## src/rtl/e203_subsys_tohost_pkg.sv

```systemverilog
// e203_subsys_tohost_pkg: register offsets, STATUS bit positions and response FSM encoding
package e203_subsys_tohost_pkg;

    localparam logic [11:0] OFF_TOHOST   = 12'h000;
    localparam logic [11:0] OFF_FROMHOST = 12'h004;
    localparam logic [11:0] OFF_CYCLE    = 12'h008;
    localparam logic [11:0] OFF_STATUS   = 12'h00C;

    localparam int STATUS_DONE_BIT = 0;
    localparam int STATUS_FAIL_BIT = 1;
    localparam int STATUS_CNT_LSB  = 16;

    typedef enum logic {
        ST_IDLE = 1'b0,
        ST_RSP  = 1'b1
    } rsp_state_e;

    function automatic logic [31:0] byte_merge(input logic [31:0] old_val,
                                               input logic [31:0] new_val,
                                               input logic [3:0]  mask);
        logic [31:0] r;
        r = old_val;
        for (int i = 0; i < 4; i++)
            if (mask[i]) r[8*i +: 8] = new_val[8*i +: 8];
        return r;
    endfunction

endpackage

```

## src/rtl/e203_subsys_tohost.sv

```systemverilog
// e203_subsys_tohost: ICB-attached tohost/fromhost test-end block with cycle counter
//   clk, rst             : core clock, asynchronous active-high reset
//   i_icb_cmd_*          : ICB command channel (valid/ready/addr/read/wdata/wmask)
//   i_icb_rsp_*          : ICB response channel (valid/ready/err/rdata), registered
//   o_done/o_pass        : sticky end-of-test flag and pass result
//   o_exit_code          : wdata[31:1] of the first ending TOHOST write
//   o_tohost_cnt         : saturating count of accepted full-word TOHOST writes
module e203_subsys_tohost
    import e203_subsys_tohost_pkg::*;
#(
    parameter int ADDR_W = 32,
    parameter int CNT_W  = 16
) (
    input  logic              clk,
    input  logic              rst,
    input  logic              i_icb_cmd_valid,
    output logic              i_icb_cmd_ready,
    input  logic [ADDR_W-1:0] i_icb_cmd_addr,
    input  logic              i_icb_cmd_read,
    input  logic [31:0]       i_icb_cmd_wdata,
    input  logic [3:0]        i_icb_cmd_wmask,
    output logic              i_icb_rsp_valid,
    input  logic              i_icb_rsp_ready,
    output logic              i_icb_rsp_err,
    output logic [31:0]       i_icb_rsp_rdata,
    output logic              o_done,
    output logic              o_pass,
    output logic [30:0]       o_exit_code,
    output logic [CNT_W-1:0]  o_tohost_cnt
);

    rsp_state_e  state_q, state_d;
    logic [31:0] tohost, fromhost, cycle, status, rdata_d;
    logic [11:0] off;
    logic        accept, is_th, is_fh, is_cy, is_st, err_d, wr_th, wr_fh, end_wr;
    logic        unused_addr;

    assign unused_addr = ^i_icb_cmd_addr[ADDR_W-1:12];
    assign off         = i_icb_cmd_addr[11:0];

    // Exact offset compares also reject misaligned addresses
    assign is_th = off == OFF_TOHOST;
    assign is_fh = off == OFF_FROMHOST;
    assign is_cy = off == OFF_CYCLE;
    assign is_st = off == OFF_STATUS;

    assign i_icb_rsp_valid = state_q == ST_RSP;
    assign i_icb_cmd_ready = ~i_icb_rsp_valid | i_icb_rsp_ready;
    assign accept          = i_icb_cmd_valid & i_icb_cmd_ready;

    always_comb begin
        status = '0;
        status[STATUS_CNT_LSB +: 16]  = 16'(o_tohost_cnt);
        status[STATUS_FAIL_BIT]       = ~o_pass & o_done;
        status[STATUS_DONE_BIT]       = o_done;
    end

    assign err_d = ~(is_th | is_fh | is_cy | is_st)
                 | (~i_icb_cmd_read & (is_cy | is_st))
                 | (~i_icb_cmd_read & is_th & (i_icb_cmd_wmask != 4'hF));

    assign rdata_d = (~i_icb_cmd_read | err_d) ? 32'd0 :
                     is_th ? tohost :
                     is_fh ? fromhost :
                     is_cy ? cycle : status;

    assign wr_th  = accept & ~i_icb_cmd_read & is_th & ~err_d;
    assign wr_fh  = accept & ~i_icb_cmd_read & is_fh;
    assign end_wr = wr_th & i_icb_cmd_wdata[0] & ~o_done;

    // A fresh acceptance always (re)loads RSP, covering the back-to-back case
    always_comb begin
        state_d = state_q;
        state_d = accept ? ST_RSP : (i_icb_rsp_ready ? ST_IDLE : state_q);
    end

    always_ff @(posedge clk or posedge rst) begin
        if (rst) begin
            state_q         <= ST_IDLE;
            i_icb_rsp_err   <= 1'b0;
            i_icb_rsp_rdata <= '0;
            tohost          <= '0;
            fromhost        <= '0;
            cycle           <= '0;
            o_done          <= 1'b0;
            o_pass          <= 1'b0;
            o_exit_code     <= '0;
            o_tohost_cnt    <= '0;
        end else begin
            state_q <= state_d;
            if (accept) begin
                i_icb_rsp_err   <= err_d;
                i_icb_rsp_rdata <= rdata_d;
            end
            if (wr_th) begin
                tohost       <= i_icb_cmd_wdata;
                o_tohost_cnt <= &o_tohost_cnt ? o_tohost_cnt : o_tohost_cnt + 1'b1;
            end
            if (wr_fh) fromhost <= byte_merge(fromhost, i_icb_cmd_wdata, i_icb_cmd_wmask);
            if (!o_done) cycle <= cycle + 32'd1;
            if (end_wr) begin
                o_done      <= 1'b1;
                o_exit_code <= i_icb_cmd_wdata[31:1];
                o_pass      <= i_icb_cmd_wdata[31:1] == 31'd0;
            end
        end
    end

endmodule

```

## config.mk

```make
export PLATFORM = sky130hd
export DESIGN_NAME = e203_subsys_tohost
export DESIGN_NICKNAME = d
export VERILOG_FILES = /design/src/rtl/e203_subsys_tohost_pkg.sv /design/src/rtl/e203_subsys_tohost.sv
export SDC_FILE = /design/constraint.sdc
export NUM_CORES = 1
export LEC_CHECK = 0
export ABC_AREA = 1
export BUFFER_PORTS_ARGS = -buffer_cell sky130_fd_sc_hd__buf_2
export CAP_MARGIN = 20
export CORE_MARGIN = 2
export CORE_UTILIZATION = 45
export CTS_BUF_LIST = sky130_fd_sc_hd__clkbuf_2 sky130_fd_sc_hd__clkbuf_4 sky130_fd_sc_hd__clkbuf_8
export DETAILED_ROUTE_END_ITERATION = 6
export PLACE_DENSITY = 0.66
export RECOVER_POWER = 100
export SLEW_MARGIN = 40
export SYNTH_ARGS = -nofsm -noshare
export SYNTH_HDL_FRONTEND = slang
export SYNTH_SLANG_ARGS = --single-unit
```

## constraint.sdc

```tcl
create_clock -name clk -period 11.01 [get_ports clk]
set_clock_uncertainty 0.1 [all_clocks]
set_input_delay 2.202 -clock clk [delete_from_list [all_inputs] [get_ports clk]]
set_output_delay 2.202 -clock clk [all_outputs]
set_load 0.01 [all_outputs]
```

== After elaboration in Yosys (flattened, before gate mapping) ==
Index checks and enable logic that the tools add are counted.
Word-level totals
  register bits after elaboration: 179
  bits of input ports: 73
  logic and storage cells: 60
Cells by class
  add/subtract/negate cells: 2
  equality and inequality tests: 4
  multiplexer cells: 6
  bitwise gates (word level): 26
  reduce and logical (&&, ||, !) cells: 9
Operators by type and width (count)
  two-way mux 32 bit: 4
  adder 32 x 1 -> 32 bit (second input constant): 1
  zero test 31 bit: 1
  == test 12 x 4 -> 1 bit (second input constant): 2
  adder 16 x 1 -> 16 bit (second input constant): 1
  AND reduction 16 bit: 1
  == test 12 x 3 -> 1 bit (second input constant): 1
  zero test 12 bit: 1
  AND 1 bit: 11
  AND reduction 2 bit: 5
  OR 1 bit: 8
  inverter 1 bit: 7
  inequality test 4 bit (second input constant): 1
  two-way mux 1 bit: 2
  nonzero test 2 bit: 1

== Logic depth before layout (Yosys ltp) ==
  depth after elaboration: 11
  mapped depth: 12
  depth with buffers taken out: 11

== Least setup slack after synthesis ==
Ideal clock, no wire load.
  path type: input port to output port
  from: in i_icb_rsp_ready
  to: out i_icb_cmd_ready
  data arrival time: 2.331 ns
  required time: 8.708 ns
  setup slack: 6.377 ns
  cell stages on the path: 2
  path through: inv_1 nand2_2
On the way
  word-level cells in the longest chain between the ends: 1
Ends and longest elaborated chain
  start, declared: line e203_subsys_tohost.sv:23  | input logic i_icb_rsp_ready,
  OR 1 bit: line e203_subsys_tohost.sv:48  | assign i_icb_cmd_ready = ~i_icb_rsp_valid | i_icb_rsp_ready;
  end, declared: line e203_subsys_tohost.sv:17  | output logic i_icb_cmd_ready,
No other way between the ends.

== Final worst setup path ==
  from: in i_icb_rsp_ready
  to: reg tohost[0]
On the way
  word-level cells in the longest chain between the ends: 5
Ends and longest elaborated chain
  OR 1 bit: line e203_subsys_tohost.sv:48
  AND 1 bit: line e203_subsys_tohost.sv:49  | assign accept = i_icb_cmd_valid & i_icb_cmd_ready;
  AND 1 bit (3 in a row): line e203_subsys_tohost.sv:67  | assign wr_th = accept & ~i_icb_cmd_read & is_th & ~err_d;
  end signal, assigned: line e203_subsys_tohost.sv:96  | tohost <= i_icb_cmd_wdata;
  end, declared: line e203_subsys_tohost.sv:33  | logic [31:0] tohost, fromhost, cycle, status, rdata_d;
No other way between the ends.
A chain may end at the register's enable or synchronous reset.

==> results.txt <==
CTS H-Tree Depth: 4
Syn_nets: 1222
Die ar.: 20900 um2
Post-CTS setup buffer count: 0
Power per cell area: 118 nW/um2
Fin crit period: 7.19 ns
Worst EP required: 11.27 ns
Initial DRT Pass Iterations: 5
CP dominant cell by count: inv_1
Sequential area share after synthesis: 0.505
Mapped Cells: 1147
Clock Sinks: 179
Total Power: 1180 uW
CTS Hold Bufs: 0
Combinational Power Share: 0.036
CP Launch Type: primary input
Post-CTS Resized: 0
Crit path kind: in -> reg
Critical Path Slowest Stage Cell: clkbuf_1
Slew Limit Headroom: -2.26
CTS Buffer Depth: 2
Fraction of layout cells with a size suffix above 1: 0.0806
Cts bufs inserted: 17
Area after DPL: 9700 um2
Port Buffers: 136
NetSw: 294 uW
Vias in the first global route: 7245
GPL Wtd Cong: 0.868
Max Freq: 139 MHz
Grt total ovfl: 0
Commonest non-fill, non-tap cell in the layout: nand2_1
First-pass GRT wire length: 37400 um
Period utilisation layout: 0.653
Sequential fraction of design power: 0.559
Reg-to-Reg End: tohost[0]$_DFFE_PP0P_
RSZ-0062 raised after global routing: false
CP cell instances: buf_2 -> inv_1 -> nand2_1 -> nand2_1 -> nor2_1 -> inv_1 -> nor2_1 -> nand2_2 -> clkbuf_1 -> inv_1 -> o21bai_1
Vias per cell: 5.02
Max VDD drop: 77.7 uV
Leakage Power: 0.00513 uW
Synthesis-to-finish area growth: 12.2%
Hold Crit Class: reg -> reg
Hold_sp: cycle[31]$_DFFE_PP0N_
Finished Cell Area: 9960 um2
Final setup viols: 0
CTS Root Cell: clkbuf_8
Clk Latency, worst-skew pair: 0.47 ns
Switching Fraction: 0.250
Total of max-cap violations: 3
Actual slew at the worst max-slew pin: 4.86 ns
DIE WIDTH: 144 um
Syn Std Cell Area: 8870 um2
Hold path depth: 1
Initial antenna violation count: 0
HPWL after DPL: 16400 um
Worst-path maximum fanout: 66
Die H: 144 um
All-layer global routing usage: 0.232
Largest net degree at the start of global routing: 111
Async S/R FF share, synth: 1.00
Placeable Area: 19400 um2
FP Rows: 51
Initial Utilization: 0.457
Via Count: 7748
Clk pwr share: 0.405
Core Util, Final: 0.513
Main flop type after synthesis: dfrtp_1
Most frequent cells in the layout: nand2_1 (393), dfrtp_1 (179), nor2_1 (112)
Flops & latches, synth: 179
Max-slew violation count: 211
Setup crit end kind: flop
P_int: 884 uW
Drc violations: 0
Diodes inserted: 0
Top Family by Delay on Critical Path: buffers and inverters
Final hold violation count: 0
Status: complete, but fails checks
R2r setup slk: 5.32 ns
Synth Warn #: 0
Worst path bufs/invs: 5
WL final: 23300 um
I/O pin count: 157
CP peak stage delay: 1.96 ns
DRT antenna net count: 0
Yosys cell types: 36
Wire per inst: 15.1 um
Failing checks: capacitance limit, slew limit
Worst path arrival time: 7.45 ns
Worst hold slack: 0.372 ns
Worst r2r src: i_icb_rsp_valid$_DFFE_PP0P_
Worst-path clk slew: 0.09 ns
Worst r2r path cells: 9
Syn_area_per_cell: 7.73 um2
EDFF count, synth: 0
Nets: 1340
Min-Delay Endpoint: cycle[31]$_DFFE_PP0N_
CTS tree: done
Starting DRT DRC Count: 606
Setup TNS: 0 ns
cell families (layout without fill, tap and decap cells):
logic type / count (synthesis) / count (layout) / synth area share
xor gates and xnor gates: 33 / 33 / 0.0326
adders and majority gates: 2 / 2 / 0.00282
AOI/OAI and AO/OA: 154 / 154 / 0.0900
and+or+nand+nor: 630 / 630 / 0.297
DFF: 179 / 179 / 0.505
buffers and inverters: 149 / 280 / 0.0722
area by class of cell:
type / instances / area [um2]
clock buffer: 19 / 249
sequential: 179 / 4480
multi-input combinational: 819 / 3710
fill: 1991 / 9440
inverter: 107 / 407
tap: 265 / 332
clock inverter: 13 / 168
timing repair buffer: 141 / 609
sequential cells by signal, summed over array words and instances, names as in the netlist:
name and flops:
cycle 32, fromhost 32, i_icb_rsp_rdata 32, tohost 32, o_exit_code 31, o_tohost_cnt 16
i_icb_rsp_err 1, i_icb_rsp_valid 1, o_done 1, o_pass 1
metrics by stage:
stage | instances | worst slack (ns)
6_report | 1543 | 3.82
5_1_grt | 1543 | 3.29
4_1_cts | 1543 | 6.14
3_5_place_dp | 1511 | 5.72
3_3_place_gp | 1511 | 5.41
2_1_floorplan | 1147 | 3.85
power by group through the flow:
stage	sequential (uW)	combinational [uW]	clock [uW]
final	659	43.0	477
after global routing	659	48.9	510
after CTS	659	45.8	485
after detailed placement	671	45.7	0
after global placement	671	45.3	0
after floorplan	672	20.7	0
layer usage:
metal	share of wire	GRT usage	wire length (um)
met1	0.48	0.319	11100
met2	0.46	0.378	10800
met3	0.040	0.0328	942
met4	0.021	0.0792	493
met5	0	0	0
worst max-delay path by stage:
stage	startpoint	endpoint	slack (ns)	depth (start not counted)
finish	i_icb_rsp_ready	tohost[0]$_DFFE_PP0P_	3.82	11
global route	i_icb_rsp_ready	o_tohost_cnt[0]$_DFFE_PP0P_	3.29	13
CTS	i_icb_rsp_ready	i_icb_cmd_ready	6.14	4
detailed placement	i_icb_cmd_addr[11]	o_exit_code[21]$_DFFE_PP0P_	5.72	12
global placement	i_icb_cmd_addr[11]	o_exit_code[16]$_DFFE_PP0P_	5.41	12
floorplan	rst	cycle[0]$_DFFE_PP0N_	3.85	1
synthesized netlist by cell type, drive strengths merged (2+ instances only):
library cell,n,area [um2]
clkbuf,19,72.6
xnor2,5,43.8
nand2,396,1510
buf,23,164
o21ai,116,581
nand3,51,260
nor3,34,196
nor2,116,464
xor2,28,245
a21oi,29,145
nand4,21,131
nor4,7,43.8
dfrtp,179,4480
inv,106,400
o21bai,8,60.1
ha,2,25.0
(Power assumes the default switching activity.)
